File: config.mk
export PLATFORM = sky130hd
export DESIGN_NAME = gcd_operand_driver
export DESIGN_NICKNAME = d
export VERILOG_FILES = /design/src/rtl/gcd_pkg.sv /design/src/rtl/gcd_timeout_ctr.sv /design/src/rtl/gcd_operand_driver.sv
export SDC_FILE = /design/constraint.sdc
export NUM_CORES = 1
export LEC_CHECK = 0
export BUFFER_PORTS_ARGS = -buffer_cell sky130_fd_sc_hd__buf_4
export CORE_MARGIN = 2
export CORE_UTILIZATION = 57
export DETAILED_ROUTE_END_ITERATION = 10
export PLACE_DENSITY = 0.84
export SLEW_MARGIN = 5
export SYNTH_ARGS = -nofsm -noshare
export SYNTH_HDL_FRONTEND = slang
export SYNTH_SLANG_ARGS = --single-unit
File: constraint.sdc
create_clock -name i_clk -period 3.2 [get_ports i_clk]
set_clock_uncertainty 0.15 [all_clocks]
set_input_delay 0.64 -clock i_clk [delete_from_list [all_inputs] [get_ports i_clk]]
set_output_delay 0.64 -clock i_clk [all_outputs]
set_load 0.005 [all_outputs]
File: src/rtl/gcd_pkg.sv
// -----------------------------------------------------------------------------
// gcd_pkg
// Shared definitions for the GCD operand driver:
//   - default data width, timeout limit and timeout counter width
//   - driver state encoding (3-bit, same width as the GCD controller's state)
//   - a helper that says which states keep the core's start level asserted
// -----------------------------------------------------------------------------
package gcd_pkg;

  localparam int GCD_DATA_WIDTH     = 8;
  localparam int GCD_TIMEOUT_CYCLES = 1023;
  localparam int GCD_TO_W           = 10;

  typedef enum logic [2:0] {
    ST_IDLE   = 3'd0,
    ST_LOAD_A = 3'd1,
    ST_LOAD_B = 3'd2,
    ST_WAIT   = 3'd3,
    ST_RESP   = 3'd4
  } gcd_state_t;

  // The core runs while start is high; dropping it (RESP/IDLE) returns the
  // controller to its idle state before the next operation.
  function automatic logic drives_core(input gcd_state_t s);
    return (s == ST_LOAD_A) || (s == ST_LOAD_B) || (s == ST_WAIT);
  endfunction

endpackage : gcd_pkg

File: src/rtl/gcd_timeout_ctr.sv
// -----------------------------------------------------------------------------
// gcd_timeout_ctr
// Up-counter with synchronous clear and enable. tc flags the cycle in which
// the TERMINAL-th enabled cycle after a clear is in progress, so the owner can
// act on the same edge that would complete that many cycles.
// Ports:
//   i_clk  - clock, rising edge
//   i_rst  - synchronous, active-high reset (count -> 0)
//   clr    - synchronous clear (wins over en)
//   en     - count enable
//   tc     - count equals TERMINAL-1
// -----------------------------------------------------------------------------
module gcd_timeout_ctr #(
  parameter int W        = 10,
  parameter int TERMINAL = 1023
) (
  input  logic i_clk,
  input  logic i_rst,
  input  logic clr,
  input  logic en,
  output logic tc
);

  localparam logic [W-1:0] LAST = W'(TERMINAL - 1);

  logic [W-1:0] count;

  // NOTE: sequential state is written with non-blocking (<=) so every flop
  // samples pre-edge values, independent of block ordering.
  always_ff @(posedge i_clk) begin
    if (i_rst || clr) begin
      count <= '0;
    end else if (en) begin
      count <= count + W'(1);
    end
  end

  assign tc = (count == LAST);

endmodule : gcd_timeout_ctr

File: src/rtl/gcd_operand_driver.sv
// -----------------------------------------------------------------------------
// gcd_operand_driver
// Initiator front end for the subtraction-based GCD core. Takes an operand
// pair on a valid/ready interface, serialises A then B onto the core's shared
// data bus while holding start high, waits for done (bounded by a timeout),
// and returns the result on a valid/ready interface. Zero operands bypass the
// core, which would otherwise never finish.
// Ports:
//   i_clk, i_rst          - clock, synchronous active-high reset
//   in_valid/in_ready     - operand pair handshake; in_a, in_b operands
//   gcd_start, gcd_data   - start level and data bus to the core
//   gcd_done, gcd_result  - completion and result from the core
//   res_valid/res_ready   - result handshake; res_gcd result,
//                           res_err = 1 on timeout (res_gcd = 0 then)
// All outputs are registered.
// -----------------------------------------------------------------------------
module gcd_operand_driver
  import gcd_pkg::*;
#(
  parameter int DATA_WIDTH     = GCD_DATA_WIDTH,
  parameter int TIMEOUT_CYCLES = GCD_TIMEOUT_CYCLES,
  parameter int TO_W           = GCD_TO_W
) (
  input  logic                  i_clk,
  input  logic                  i_rst,
  input  logic                  in_valid,
  output logic                  in_ready,
  input  logic [DATA_WIDTH-1:0] in_a,
  input  logic [DATA_WIDTH-1:0] in_b,
  output logic                  gcd_start,
  output logic [DATA_WIDTH-1:0] gcd_data,
  input  logic                  gcd_done,
  input  logic [DATA_WIDTH-1:0] gcd_result,
  output logic                  res_valid,
  input  logic                  res_ready,
  output logic [DATA_WIDTH-1:0] res_gcd,
  output logic                  res_err
);

  gcd_state_t            state_q, state_d;
  logic [DATA_WIDTH-1:0] b_q, b_d;
  logic [DATA_WIDTH-1:0] gcd_data_d, res_gcd_d;
  logic                  res_err_d;
  logic                  ctr_clr, ctr_en, ctr_tc;

  gcd_timeout_ctr #(
    .W        (TO_W),
    .TERMINAL (TIMEOUT_CYCLES)
  ) u_timeout (
    .i_clk (i_clk),
    .i_rst (i_rst),
    .clr   (ctr_clr),
    .en    (ctr_en),
    .tc    (ctr_tc)
  );

  // Next state plus next value of every registered output.
  always_comb begin
    // NOTE: every signal gets a default before the case so no path leaves
    // one unassigned, which would infer a latch.
    state_d    = state_q;
    b_d        = b_q;
    gcd_data_d = gcd_data;
    res_gcd_d  = res_gcd;
    res_err_d  = res_err;
    ctr_clr    = 1'b0;
    ctr_en     = 1'b0;

    unique case (state_q)
      ST_IDLE: begin
        if (in_valid && in_ready) begin
          b_d = in_b;
          if (in_a == '0 || in_b == '0) begin
            // gcd(x,0) = x and gcd(0,0) is reported as 0: a|b covers both.
            state_d   = ST_RESP;
            res_gcd_d = in_a | in_b;
            res_err_d = 1'b0;
          end else begin
            // A goes straight onto the bus so it is present during LOAD_A.
            state_d    = ST_LOAD_A;
            gcd_data_d = in_a;
          end
        end
      end

      ST_LOAD_A: begin
        state_d    = ST_LOAD_B;
        gcd_data_d = b_q;
      end

      ST_LOAD_B: begin
        state_d = ST_WAIT;
        ctr_clr = 1'b1;
      end

      ST_WAIT: begin
        ctr_en = 1'b1;
        // done wins over a coincident timeout.
        if (gcd_done) begin
          state_d   = ST_RESP;
          res_gcd_d = gcd_result;
          res_err_d = 1'b0;
        end else if (ctr_tc) begin
          state_d   = ST_RESP;
          res_gcd_d = '0;
          res_err_d = 1'b1;
        end
      end

      ST_RESP: begin
        if (res_ready) begin
          state_d = ST_IDLE;
        end
      end

      default: begin
        state_d = ST_IDLE;
      end
    endcase
  end

  // Output flops are loaded from the next-state decode so they line up with
  // the state they describe.
  always_ff @(posedge i_clk) begin
    if (i_rst) begin
      state_q   <= ST_IDLE;
      b_q       <= '0;
      in_ready  <= 1'b1;
      gcd_start <= 1'b0;
      gcd_data  <= '0;
      res_valid <= 1'b0;
      res_gcd   <= '0;
      res_err   <= 1'b0;
    end else begin
      state_q   <= state_d;
      b_q       <= b_d;
      in_ready  <= (state_d == ST_IDLE);
      gcd_start <= drives_core(state_d);
      gcd_data  <= gcd_data_d;
      res_valid <= (state_d == ST_RESP);
      res_gcd   <= res_gcd_d;
      res_err   <= res_err_d;
    end
  end

endmodule : gcd_operand_driver

==> flow_summary.yaml <==
cts:
  root_buffer: "clkbuf_4"
  post-cts-setup-buffers: 0
  cts_sinks: 41
  htree_levels: 2
  cts.clk_slew.worst_paths_ns: 0.11
  cts_hold_buf: 0
  clock_path_buffers: 2
  numCtsBuffers: 5
  cts_resized: 0
  clk_latency_ns: 0.35
  cts_tree: "done"
critical_path:
  rrSetupSlack_ns: 1.07
  crit_path_max_fanout: 11
  rr_worst_depth: 7
  r2r-end: "in_ready$_SDFF_PP1_"
  critPathMaxStageDelay_ns: 0.61
  cp.arrival_ns: 2.26
  crit_path_end_kind: "flip-flop"
  crit_family: "compound AO/OA/AOI/OAI gates"
  critPathBufInv: 1
  path_class: "flip-flop to flip-flop"
  cp_cell_sequence: "inv_1 -> ha_1 -> nand2_1 -> nor4_2 -> o21ai_1 -> a311oi_2 -> nor3_1"
  startpoint_type: "flip-flop"
  crit_required_ns: 3.33
  cp_slowest_cell: "o21ai_1"
  worstReg2RegStart: "u_timeout.count[0]$_SDFFE_PP0P_"
logic_synthesis:
  syn-num-nets: 251
  synth_xor_area_share_pct: 3.923
  yosys.area_share.simple_pct: 22.29
  synth.avg_cell_area_um2: 9.134
  synth_commonest_cells: "dfxtp_1, nor2_1, a21oi_1"
  synth_top_cell_by_area: "dfxtp_1"
  synth_ff_type: "dfxtp_1"
  synth_compound_area_share_pct: 18.43
  synthAdderAreaFrac_pct: 1.245
  netlist_instances: 220
  yosysWarnings: 0
  ys_ff_latch: 41
  synth-async-reset-ratio_pct: 0
  netlist.area_leader.share_pct: 40.85
  synth_area_leaders: "dfxtp_1, mux2i_1, nor2_1"
  synthMuxAreaShare_pct: 7.970
  yosys.cell_types.count: 44
  synth_enable_flop_cells: 0
  ys_seq_area_share_pct: 40.85
  syn_area_mm2: 0.002009
  yosysMostFrequentCell: "dfxtp_1"
  synth_top_family_by_area: "simple AND/OR/NAND/NOR gates"
drt:
  drt-initial-drc-count: 79
  drc: 0
  first_pass_iters: 4
  wl_mm: 4.201
  ant_nets: 0
  vias: 1658
  wl_per_cell_um: 13.55
  via_per_inst: 5.348
timing:
  tns_ns: 0
  final.period_utilization_pct: 66.51
  rsz0062_at_grt: "no"
  finalSetupViolCount: 0
  timing.hold.ws_ns: 0.3258
  worst-slew-pin-transition_ns: 0.7713
  slew_headroom_pct: 48.24
  fmax_ghz: 0.4699
  hold_violations: 0
  slew_viol_final: 0
  period_minus_slack_ns: 2.128
outcome:
  outcome: "finished clean"
power:
  swShare_pct: 31.56
  p_per_area_mw_per_mm2: 524.8
  combPwrFrac_pct: 30.9
  p_leak_nw: 0.9166
  seq_power_share_pct: 49.7
  p_clk_share_pct: 19.4
  p_int_uw: 863.3
  switching_power_uw: 398.1
  peakVddDrop_mv: 0.3387
floorplanning:
  start_util_pct: 59.75
  core-area_mm2: 0.003363
  pin_count: 49
  fp-row-count: 21
  die_area_mm2: 0.004016
  die_h_um: 63.38
  die_w_um: 63.38
cells_and_area:
  area_growth_pct: 19.61
  n_antenna_cell: 0
  multi_input_area_mm2: 0.001082
  seq_area_um2: 820.8
  instances_no_fill: 310
  fin_nets: 294
  fill_cells: 283
  drive_gt1_share_pct: 30.30
worst_hold_path:
  min-delay-start: "res_gcd[6]$_SDFFE_PP0P_"
  hold_path_class: "flip-flop to flip-flop"
  min_to: "res_gcd[6]$_SDFFE_PP0P_"
  whs_path_depth: 2
global_route:
  overflow: 0
  grt_usage_pct: 22.14
  grt_pass1_wl_mm: 7.072
  grt_max_degree: 31
  grt_pass1_vias: 1556
  antenna_found_initial: 0
placement:
  port_buffers: 48
  dpl.hpwl_mm: 3.193
  placed_cells: 302
  gp_congestion: 0.7961
flow_run:
  drv_cap: 0
## power by group through the flow
stage | Sequential (mW) | Combinational (mW) | Clock [mW]
2_1_floorplan | 0.629 | 0.278 | 0
3_3_place_gp | 0.637 | 0.385 | 0
6_report | 0.627 | 0.390 | 0.245
5_1_grt | 0.635 | 0.427 | 0.275
3_5_place_dp | 0.639 | 0.389 | 0
4_1_cts | 0.627 | 0.392 | 0.249
## sequential cells by signal, summed over array words and instances, names as in the netlist
name / cells
res_gcd: 8
res_valid: 1
b_q: 8
state_q: 3
gcd_start: 1
res_err: 1
in_ready: 1
u_timeout.count: 10
gcd_data: 8
## kinds of logic after synthesis
family,after synthesis
simple gates,86
compound gates,48
flops,41
buf+inv,18
mux,16
xor+xnor,9
fa+ha+maj,2
## final cells by class
type / count / share of cell area [%]
Clock buffer: 8 / 2.030
Inverter: 3 / 0.4685
Timing Repair Buffer: 51 / 15.93
Sequential cell: 41 / 34.15
Multi-Input combinational cell: 161 / 45.03
Tap cell: 46 / 2.395
## cell usage in the layout, fill, tap and decap left out, types with 3 or more instances in the layout
master / instances
clkbuf_1: 3
nor4_2: 3
o21ai_1: 10
xnor2_1: 3
mux2i_1: 16
nand2_1: 9
nand3_1: 9
xor2_1: 6
nor2_1: 36
buf_4: 51
dfxtp_1: 41
a21oi_1: 17
clkbuf_4: 5
nand4_1: 4
nor3_1: 10
a211oi_2: 8
## per-layer routing
layer / up-vias / track usage (%) / part of all wire (%)
met4: 0 / 9.511 / 1.9
met3: 9 / 4.643 / 4.5
met2: 44 / 33.03 / 45
li1: 861 / - / -
met5: - / 0 / 0
met1: 744 / 30.95 / 48
## tightest hold or removal path, cell delays in order (launching register included)
cell and delay, ns:
dfxtp_1 0.32, nand3_1 0.06, a21oi_1 0.06
## through the flow
| stage | util (%) | power, mW | instance area, µm² | setup WS [ns] |
|---|---|---|---|---|
| after CTS | 71.47 | 1.268 | 2404 | 1.075 |
| after floorplan | - | 0.9068 | 2009 | 1.315 |
| after global placement | 70.01 | 1.021 | 2355 | 1.004 |
| after detailed placement | 70.01 | 1.028 | 2355 | 0.9733 |
| after global routing | 71.47 | 1.337 | 2404 | 0.9206 |
| final | 71.47 | 1.261 | 2404 | 1.072 |
## how the worst max path moves through the flow
stage	start	endpoint	slack, ns	cells past startpoint
5_1_grt	u_timeout.count[0]$_SDFFE_PP0P_	in_ready$_SDFF_PP1_	0.92	7
4_1_cts	u_timeout.count[0]$_SDFFE_PP0P_	in_ready$_SDFF_PP1_	1.07	7
3_3_place_gp	in_a[6]	in_ready$_SDFF_PP1_	1.00	6
6_report	u_timeout.count[0]$_SDFFE_PP0P_	in_ready$_SDFF_PP1_	1.07	7
2_1_floorplan	in_a[6]	gcd_data[4]$_SDFFE_PP0P_	1.31	6
3_5_place_dp	in_a[6]	in_ready$_SDFF_PP1_	0.97	6
(Power assumes the default switching activity.)
